--- src/rtl/lives_hud_pkg.sv ---
// Shared types and constants for the lives HUD controller.
//   hud_state_e : controller FSM state encoding (3-bit)
//   HEART_FULL  : colour of a remaining life
//   HEART_EMPTY : colour of a lost life
//   MAX_LIVES_DEF : default number of heart slots
package lives_hud_pkg;

  localparam int unsigned MAX_LIVES_DEF = 5;

  localparam logic [11:0] HEART_FULL  = 12'hF00;
  localparam logic [11:0] HEART_EMPTY = 12'h444;

  typedef enum logic [2:0] {
    StPlay      = 3'd0,
    StBlink     = 3'd1,
    StDeadBlink = 3'd2,
    StOverRel   = 3'd3,
    StOver      = 3'd4,
    StRestart   = 3'd5
  } hud_state_e;

endpackage

--- src/rtl/lives_hud_ctrl_blink_timer.sv ---
// Blink timer for the bomberman hit sequence. One instance is shared by the
// normal and final-life blink states.
//   clk, reset : clock, asynchronous active-high reset
//   start      : clear both counters and begin counting
//   clear      : clear both counters and stop
//   phase      : toggle_cnt[0]; 0 during the first half-period
//   done       : high in the last cycle of the last half-period
module blink_timer #(
  parameter int unsigned BLINK_HALF    = 12_500_000,
  parameter int unsigned BLINK_TOGGLES = 12
) (
  input  logic clk,
  input  logic reset,
  input  logic start,
  input  logic clear,
  output logic phase,
  output logic done
);

  localparam int unsigned CntW = (BLINK_HALF > 1) ? $clog2(BLINK_HALF) : 1;
  localparam int unsigned TglW = $clog2(BLINK_TOGGLES) + 1;

  logic [CntW-1:0] blink_cnt_q;
  logic [TglW-1:0] toggle_cnt_q;
  logic            active_q;
  logic            wrap;

  assign wrap  = (blink_cnt_q == CntW'(BLINK_HALF - 1));
  assign done  = active_q && wrap && (toggle_cnt_q == TglW'(BLINK_TOGGLES - 1));
  assign phase = toggle_cnt_q[0];

  always_ff @(posedge clk or posedge reset) begin
    if (reset) begin
      blink_cnt_q  <= '0;
      toggle_cnt_q <= '0;
      active_q     <= 1'b0;
    end else if (start) begin
      blink_cnt_q  <= '0;
      toggle_cnt_q <= '0;
      active_q     <= 1'b1;
    end else if (clear) begin
      blink_cnt_q  <= '0;
      toggle_cnt_q <= '0;
      active_q     <= 1'b0;
    end else if (active_q) begin
      if (wrap) begin
        blink_cnt_q  <= '0;
        toggle_cnt_q <= toggle_cnt_q + TglW'(1);
      end else begin
        blink_cnt_q <= blink_cnt_q + CntW'(1);
      end
    end
  end

endmodule

--- src/rtl/lives_hud_ctrl.sv ---
// Lives HUD controller: consumer of the lives tracker's lives/gameover outputs.
// Detects life losses, blinks the bomberman sprite during invisibility, draws
// the heart row, and runs the game-over / restart handshake.
//   clk, reset  : clock, asynchronous active-high reset
//   x, y        : current pixel position
//   lives       : lives count from the tracker (values above MAX_LIVES clamp)
//   gameover    : tracker game-over flag
//   start_btn   : debounced start button level
//   bm_visible  : bomberman sprite gate
//   hit_pulse   : one-cycle pulse per life loss
//   hud_on      : pixel is inside a heart slot (1-cycle latency)
//   hud_rgb     : heart colour for the pixel, 0 outside slots
//   banner_on   : pixel is inside the flashing game-over banner
//   restart     : one-cycle game-state reset request
// Build option: define LIVES_HUD_BANNER_EN to build the game-over banner;
// otherwise banner_on is tied low.
module lives_hud_ctrl
  import lives_hud_pkg::*;
#(
  parameter int unsigned MAX_LIVES     = MAX_LIVES_DEF,
  parameter int unsigned BLINK_HALF    = 12_500_000,
  parameter int unsigned BLINK_TOGGLES = 12,
  parameter int unsigned HUD_X0        = 16,
  parameter int unsigned HUD_Y0        = 8,
  parameter int unsigned HEART_W       = 16,
  parameter int unsigned HEART_GAP     = 4
) (
  input  logic        clk,
  input  logic        reset,
  input  logic [9:0]  x,
  input  logic [9:0]  y,
  input  logic [2:0]  lives,
  input  logic        gameover,
  input  logic        start_btn,
  output logic        bm_visible,
  output logic        hit_pulse,
  output logic        hud_on,
  output logic [11:0] hud_rgb,
  output logic        banner_on,
  output logic        restart
);

  localparam int unsigned SlotPitch = HEART_W + HEART_GAP;

  hud_state_e  state_q, state_d;
  logic [2:0]  lives_c, lives_prev_q;
  logic        loss, hit_q;
  logic        tmr_start, tmr_clear, tmr_phase, tmr_done;
  logic        blinking;
  logic        hud_on_d, hud_on_q;
  logic [11:0] hud_rgb_d, hud_rgb_q;
  logic        y_in_row;

  assign lives_c  = (lives > 3'(MAX_LIVES)) ? 3'(MAX_LIVES) : lives;
  assign loss     = (lives_c < lives_prev_q);
  assign blinking = (state_q == StBlink) || (state_q == StDeadBlink);

  blink_timer #(
    .BLINK_HALF    (BLINK_HALF),
    .BLINK_TOGGLES (BLINK_TOGGLES)
  ) u_blink_timer (
    .clk   (clk),
    .reset (reset),
    .start (tmr_start),
    .clear (tmr_clear),
    .phase (tmr_phase),
    .done  (tmr_done)
  );

  // The shadow is reloaded in RESTART so the tracker's reload is not an event.
  always_ff @(posedge clk or posedge reset) begin
    if (reset) begin
      lives_prev_q <= 3'(MAX_LIVES);
      hit_q        <= 1'b0;
      state_q      <= StPlay;
    end else begin
      lives_prev_q <= (state_q == StRestart) ? 3'(MAX_LIVES) : lives_c;
      hit_q        <= loss;
      state_q      <= state_d;
    end
  end

  always_comb begin
    state_d   = state_q;
    tmr_start = 1'b0;
    tmr_clear = 1'b0;
    unique case (state_q)
      StPlay: begin
        if (loss) begin
          tmr_start = 1'b1;
          state_d   = gameover ? StDeadBlink : StBlink;
        end else if (gameover) begin
          state_d = StOverRel;
        end
      end
      StBlink: begin
        // A further loss restarts the whole invisibility window.
        if (loss) begin
          tmr_start = 1'b1;
          state_d   = gameover ? StDeadBlink : StBlink;
        end else if (tmr_done) begin
          tmr_clear = 1'b1;
          state_d   = StPlay;
        end
      end
      StDeadBlink: begin
        if (tmr_done) begin
          tmr_clear = 1'b1;
          state_d   = StOverRel;
        end
      end
      StOverRel: begin
        // A button still held from play must be released first.
        if (!start_btn) state_d = StOver;
      end
      StOver: begin
        if (start_btn) state_d = StRestart;
      end
      StRestart: state_d = StPlay;
      default:   state_d = StPlay;
    endcase
  end

  // The first half-period of a blink is hidden (phase starts at 0).
  assign bm_visible = (state_q == StPlay) || (blinking && tmr_phase);
  assign restart    = (state_q == StRestart);
  assign hit_pulse  = hit_q;

  // Slot bounds use one extra bit so an end bound never wraps past 1023.
  assign y_in_row = ({1'b0, y} >= 11'(HUD_Y0)) && ({1'b0, y} < 11'(HUD_Y0 + HEART_W));

  always_comb begin
    hud_on_d  = 1'b0;
    hud_rgb_d = 12'h000;
    for (int unsigned i = 0; i < MAX_LIVES; i++) begin
      if (y_in_row && ({1'b0, x} >= 11'(HUD_X0 + i * SlotPitch)) &&
          ({1'b0, x} < 11'(HUD_X0 + i * SlotPitch + HEART_W))) begin
        hud_on_d = 1'b1;
        if (i < 32'(lives_c)) begin
          hud_rgb_d = HEART_FULL;
        end else if (blinking && (i == 32'(lives_c))) begin
          hud_rgb_d = bm_visible ? HEART_FULL : HEART_EMPTY;
        end else begin
          hud_rgb_d = HEART_EMPTY;
        end
      end
    end
  end

  always_ff @(posedge clk or posedge reset) begin
    if (reset) begin
      hud_on_q  <= 1'b0;
      hud_rgb_q <= 12'h000;
    end else begin
      hud_on_q  <= hud_on_d;
      hud_rgb_q <= hud_rgb_d;
    end
  end

  assign hud_on  = hud_on_q;
  assign hud_rgb = hud_rgb_q;

`ifdef LIVES_HUD_BANNER_EN
  logic [24:0] flash_q;
  logic        banner_q;

  always_ff @(posedge clk or posedge reset) begin
    if (reset) begin
      flash_q  <= '0;
      banner_q <= 1'b0;
    end else begin
      flash_q  <= flash_q + 25'd1;
      banner_q <= ((state_q == StOverRel) || (state_q == StOver)) && flash_q[24] &&
                  (x >= 10'd192) && (x < 10'd448) && (y >= 10'd208) && (y < 10'd272);
    end
  end

  assign banner_on = banner_q;
`else
  assign banner_on = 1'b0;
`endif

endmodule

--- config.mk ---
export PLATFORM = sky130hd
export DESIGN_NAME = lives_hud_ctrl
export DESIGN_NICKNAME = d
export VERILOG_FILES = /design/src/rtl/lives_hud_pkg.sv /design/src/rtl/lives_hud_ctrl_blink_timer.sv /design/src/rtl/lives_hud_ctrl.sv
export SDC_FILE = /design/constraint.sdc
export NUM_CORES = 1
export LEC_CHECK = 0
export CORE_ASPECT_RATIO = 2
export CORE_UTILIZATION = 55
export CTS_BUF_LIST = sky130_fd_sc_hd__clkbuf_8 sky130_fd_sc_hd__clkbuf_16
export CTS_CLUSTER_SIZE = 24
export DETAILED_ROUTE_END_ITERATION = 8
export GPL_TIMING_DRIVEN = 0
export PLACE_DENSITY_LB_ADDON = 0.12
export SYNTH_ARGS = -nofsm -noshare
export SYNTH_HDL_FRONTEND = slang
export SYNTH_SLANG_ARGS = --single-unit
--- constraint.sdc ---
create_clock -name clk -period 3.4 [get_ports clk]
set_clock_uncertainty 0.05 [all_clocks]
set_input_delay 0.68 -clock clk [delete_from_list [all_inputs] [get_ports clk]]
set_output_delay 0.68 -clock clk [all_outputs]
set_load 0.005 [all_outputs]
==> results.txt <==
----------------------------------------------------
[Timing]
  Minimum clock period after layout ... roughly 3.2 ns
  Setup Viol. Count Final ... 0
  RSZ-0062 raised after global routing ... false
  Max transition margin ... 0.234
  Final worst-path cycle share ... 0.952
  Max Fclk ... 309 MHz
  Measured slew at the worst slew-check pin ... 1.14 ns
  Number of hold-slack violations in the final timing report ... 0
  Pins over their slew limit ... 0

[Worst setup path]
  Critical path arrival ... between 3 and 4 ns
  CP max-delay cell ... sky130_fd_sc_hd__a31oi_1
  Critical path type ... in -> reg
  Critical path endpoint category ... register
  Sequence of cells on the critical path ... clkdlybuf4s50_1 > clkbuf_1 > ha_1 > o21bai_1 > o22a_1 > inv_1 > a31oi_1 > nor3_1 > xnor2_1 > nor2_1
  Register-to-register setup slack ... between 0.7 and 0.8 ns
  Reg-to-reg endpoint ... u_blink_timer.blink_cnt_q[17]$_DFFE_PP0P_
  Worst EP required ... between 3 and 4 ns
  Highest fanout seen on the critical path ... 9
  Crit-path max cell delay ... 0.87 ns
  Startpoint of the most critical register-to-register path ... lives_prev_q[2]$_DFF_PP1_
  Register-to-Register Path Depth ... 8
  Type of origin of the critical path ... primary input

[Pwr]
  Power density relative to cell area ... 464 nW/µm²
  Maximum vdd drop ... 0.000388 V
  P_leak ... 1.30 nW

[Die]
  Placement Rows ... 34
  Effective utilization at floorplan ... 0.576
  Width of the die ... roughly 50 µm
  Die Area ... 4830 µm²
  Area inside the core boundary ... 4340 µm²
  Chip height ... 97.3 µm
  Ports placed on the boundary ... 44

[Cells and area]
  Share of post-route cells with drive strength above 1 ... 0.0947
  Area overhead of the layout relative to synthesis ... 18.1%
  Post-route cell area ... between 2000 and 3000 µm²
  Number of standard cells in the layout, taps in and fillers out ... around 400
  Number of nets in the layout ... roughly 370
  Fill cell total of the finished layout ... 362
  Number of antenna repair diodes ... 0
  Register area ... 1000 µm²
  Area of the multi-input gates ... 1350 µm²

[Route]
  Via/cell ratio ... ~6
  DR vias ... 2284
  Post-DRT Antenna Nets ... 0
  Metal-1 WL ... 2120 µm
  Number of DRC violations after detailed routing ... 0
  Number of optimization iterations in the first detailed-route pass ... 4
  Number of DRC violations after detailed-routing iteration 0 ... 67
  Met2 Routed Length ... about 3400 µm
  Average wire per standard cell ... 14.9 µm
  Top layer in use ... met4
  Post-detailed-routing wire length ... 5840 µm
  Sum of met3 wire segment lengths after detailed routing ... 126 µm

[CTS]
  Worst-Skew Late Latency ... 0.29 ns
  Number of buffers inserted during clock tree synthesis ... 5
  Clock transition at the registers of the reported paths ... 0.08 ns
  Bufs on Longest Clock Path ... 2
  Count of instances resized after the clock tree is built ... 0
  CTS Sinks ... 40
  Count of buffers added by post-CTS timing repair for setup ... 0
  Clock tree from TritonCTS ... done
  H-Tree Depth ... 2
  Buffer cell driving the clock tree root ... sky130_fd_sc_hd__clkbuf_8
  Count of hold buffers inserted by post-cts repair ... 0

[Global route]
  Initial antenna violation count ... 0
  Number of global-route vias before repair ... 2268
  Wire length of the first global-routing pass ... 10000 µm
  GRT overflow ... 0
  Global-route usage over all layers ... 0.264
  Maximum number of pins on one net before global-route repair ... 41

[Logic synthesis]
  Post-Syn Instances ... 297
  Sequential element share of the synthesized area ... 0.402
  Total of flip-flops plus latches after synthesis ... 40
  Post-synthesis instance area ... 2500 µm²
  Syn_area_per_cell ... 8.41 µm²
  Count of synthesis-stage warnings from yosys ... 0
  Distinct cell type count after synthesis ... 48

[Placed design]
  Count of placed standard cells including taps ... 385
  Routability-driven placement congestion ratio ... 0.840
  Area after DPL ... 2870 µm²
  IO Port Bufs ... 28
  Hpwl dp ... ~4400 µm

[Min path]
  Hold worst-path end ... u_blink_timer.blink_cnt_q[13]$_DFFE_PP0P_
  Launch instance of the worst min-delay path ... u_blink_timer.blink_cnt_q[13]$_DFFE_PP0P_
  Path class of the lowest-slack min-delay path ... reg -> reg
  Hold path cells ... 1

[Run status]
  Outcome ... finished, final reports clean

[Job]
  Number of violations of the max-capacitance limit ... 0

----------------------------------------------------
## routing by layer
metal	GRT usage	vias up
met1	0.260	1094
met2	0.514	47
met3	0.0250	14
li1	-	1129
met4	0.130	0
met5	0	-
## Yosys cell counts, drive strengths merged
cell type	count	share of area
nor2b	7	0.018
nor3b	1	0.0030
o21ai	18	0.036
buf	12	0.038
or3	5	0.013
o41ai	1	0.0065
or2	2	0.0050
a22o	1	0.0035
nor3	11	0.026
nand4	11	0.028
inv	11	0.017
o311ai	1	0.0065
xor2	8	0.028
or4	1	0.0045
a211o	2	0.0070
nor2	39	0.062
a31oi	12	0.030
dfrtp	38	0.38
dfstp	2	0.021
o21bai	1	0.0030
a32oi	2	0.0070
a211oi	1	0.0030
a21o	2	0.0060
nand2	30	0.045
nor4b	2	0.012
nand2b	2	0.0050
ha	3	0.015
conb	1	0.0015
o31ai	8	0.026
nand3	13	0.026
o211a	1	0.0040
o22ai	5	0.013
mux2i	1	0.0040
a2111oi	2	0.0070
xnor2	6	0.021
clkbuf	11	0.017
o22a	1	0.0035
and3	4	0.010
a21boi	2	0.0060
a21oi	11	0.022
and2	1	0.0025
nor4	4	0.010
## power breakdown
part           switching (mW)  internal [mW]  leakage (nW)
sequential             0.0386          0.524         0.534
clock                   0.164          0.137        0.0452
combinational           0.309          0.198         0.724
total                   0.511          0.859          1.30
## through the flow
| stage | total power [mW] | setup TNS (ns) | util | hold slack (ns) | setup WS (ns) |
|---|---|---|---|---|---|
| 6_report | 1.37 | 0 | 0.680 | 0.450 | 0.162 |
| 5_1_grt | 1.46 | 0 | 0.680 | 0.485 | 0.0271 |
| 4_1_cts | 1.37 | 0 | 0.679 | 0.449 | 0.185 |
| 3_5_place_dp | 1.07 | -0.968 | 0.661 | 0.439 | -0.116 |
| 3_3_place_gp | 1.06 | -0.731 | 0.661 | 0.422 | -0.106 |
| 2_1_floorplan | 0.923 | 0 | - | 0.400 | 0.982 |
## sequential cells by signal (all words and copies together) (netlist names)
name	flops
hit_pulse	1
u_blink_timer.blink_cnt_q	24
u_blink_timer.toggle_cnt_q	5
lives_prev_q	3
hud_on	1
state_q	3
u_blink_timer.active_q	1
hud_rgb	2
## worst max-delay path, delay by kind of cell
kind	cells	cell delay, ns
XOR/XNOR	1	0.20
adder cells (fa/ha/maj)	1	0.15
buffers and inverters	3	0.83
AO/OA/AOI/OAI	3	1.28
AND/OR/NAND/NOR	2	0.23
## cell families (layout without fill, tap and decap cells)
logic type               after synthesis  count (layout)  share of synthesized area
AO/OA/AOI/OAI                         71              71                      0.190
XOR/XNOR                              14              14                     0.0491
adder cells (fa/ha/maj)                3               3                     0.0150
buffers and inverters                 34              69                     0.0706
flip-flops                            40              40                      0.402
multiplexers                           1               1                    0.00401
other                                  1               7                    0.00150
AND/OR/NAND/NOR                      133             133                      0.268
## placed cells by master, fill, tap and decap left out, types with 4 or more instances in the layout
| master | n |
|---|---|
| sky130_fd_sc_hd__nor2b_1 | 7 |
| sky130_fd_sc_hd__o22ai_1 | 5 |
| sky130_fd_sc_hd__a21oi_1 | 11 |
| sky130_fd_sc_hd__dfrtp_1 | 38 |
| sky130_fd_sc_hd__xnor2_1 | 6 |
| sky130_fd_sc_hd__o21ai_0 | 14 |
| sky130_fd_sc_hd__o31ai_1 | 7 |
| sky130_fd_sc_hd__or3_1 | 5 |
| sky130_fd_sc_hd__clkbuf_8 | 5 |
| sky130_fd_sc_hd__nand2_1 | 30 |
| sky130_fd_sc_hd__nor3_1 | 8 |
| sky130_fd_sc_hd__a31oi_1 | 12 |
| sky130_fd_sc_hd__nor4_1 | 4 |
| sky130_fd_sc_hd__nand4_1 | 11 |
| sky130_fd_sc_hd__clkbuf_1 | 11 |
| sky130_fd_sc_hd__inv_1 | 11 |
| sky130_fd_sc_hd__nand3_1 | 13 |
| sky130_fd_sc_hd__o21ai_1 | 4 |
| sky130_fd_sc_hd__nor2_1 | 38 |
| sky130_fd_sc_hd__xor2_1 | 8 |
| sky130_fd_sc_hd__and3_1 | 4 |
| sky130_fd_sc_hd__clkdlybuf4s50_1 | 28 |
| sky130_fd_sc_hd__buf_4 | 11 |
| sky130_fd_sc_hd__conb_1 | 7 |
## area by class of cell
class / instances / area share
flip-flops and latches: 40 / 0.340
inverters: 11 / 0.0140
multi-input cells: 229 / 0.456
well taps: 54 / 0.0229
clock inverters: 2 / 0.00297
repair buffers: 28 / 0.0950
plain buffers: 23 / 0.0458
clock buffers: 5 / 0.0233
## how the worst max path moves through the flow
stage                     startpoint                                         to  slack (ns)  cells after the start
after floorplan             lives[2]  u_blink_timer.blink_cnt_q[10]$_DFFE_PP0P_        0.98                      9
after global placement      lives[2]  u_blink_timer.blink_cnt_q[10]$_DFFE_PP0P_       -0.11                     10
after detailed placement    lives[2]  u_blink_timer.blink_cnt_q[10]$_DFFE_PP0P_       -0.12                     10
after CTS                   lives[2]  u_blink_timer.blink_cnt_q[17]$_DFFE_PP0P_        0.18                     10
after global routing        lives[2]  u_blink_timer.blink_cnt_q[17]$_DFFE_PP0P_        0.03                     10
final                       lives[2]  u_blink_timer.blink_cnt_q[17]$_DFFE_PP0P_        0.16                     10
Power figures use the tool's default switching activity.
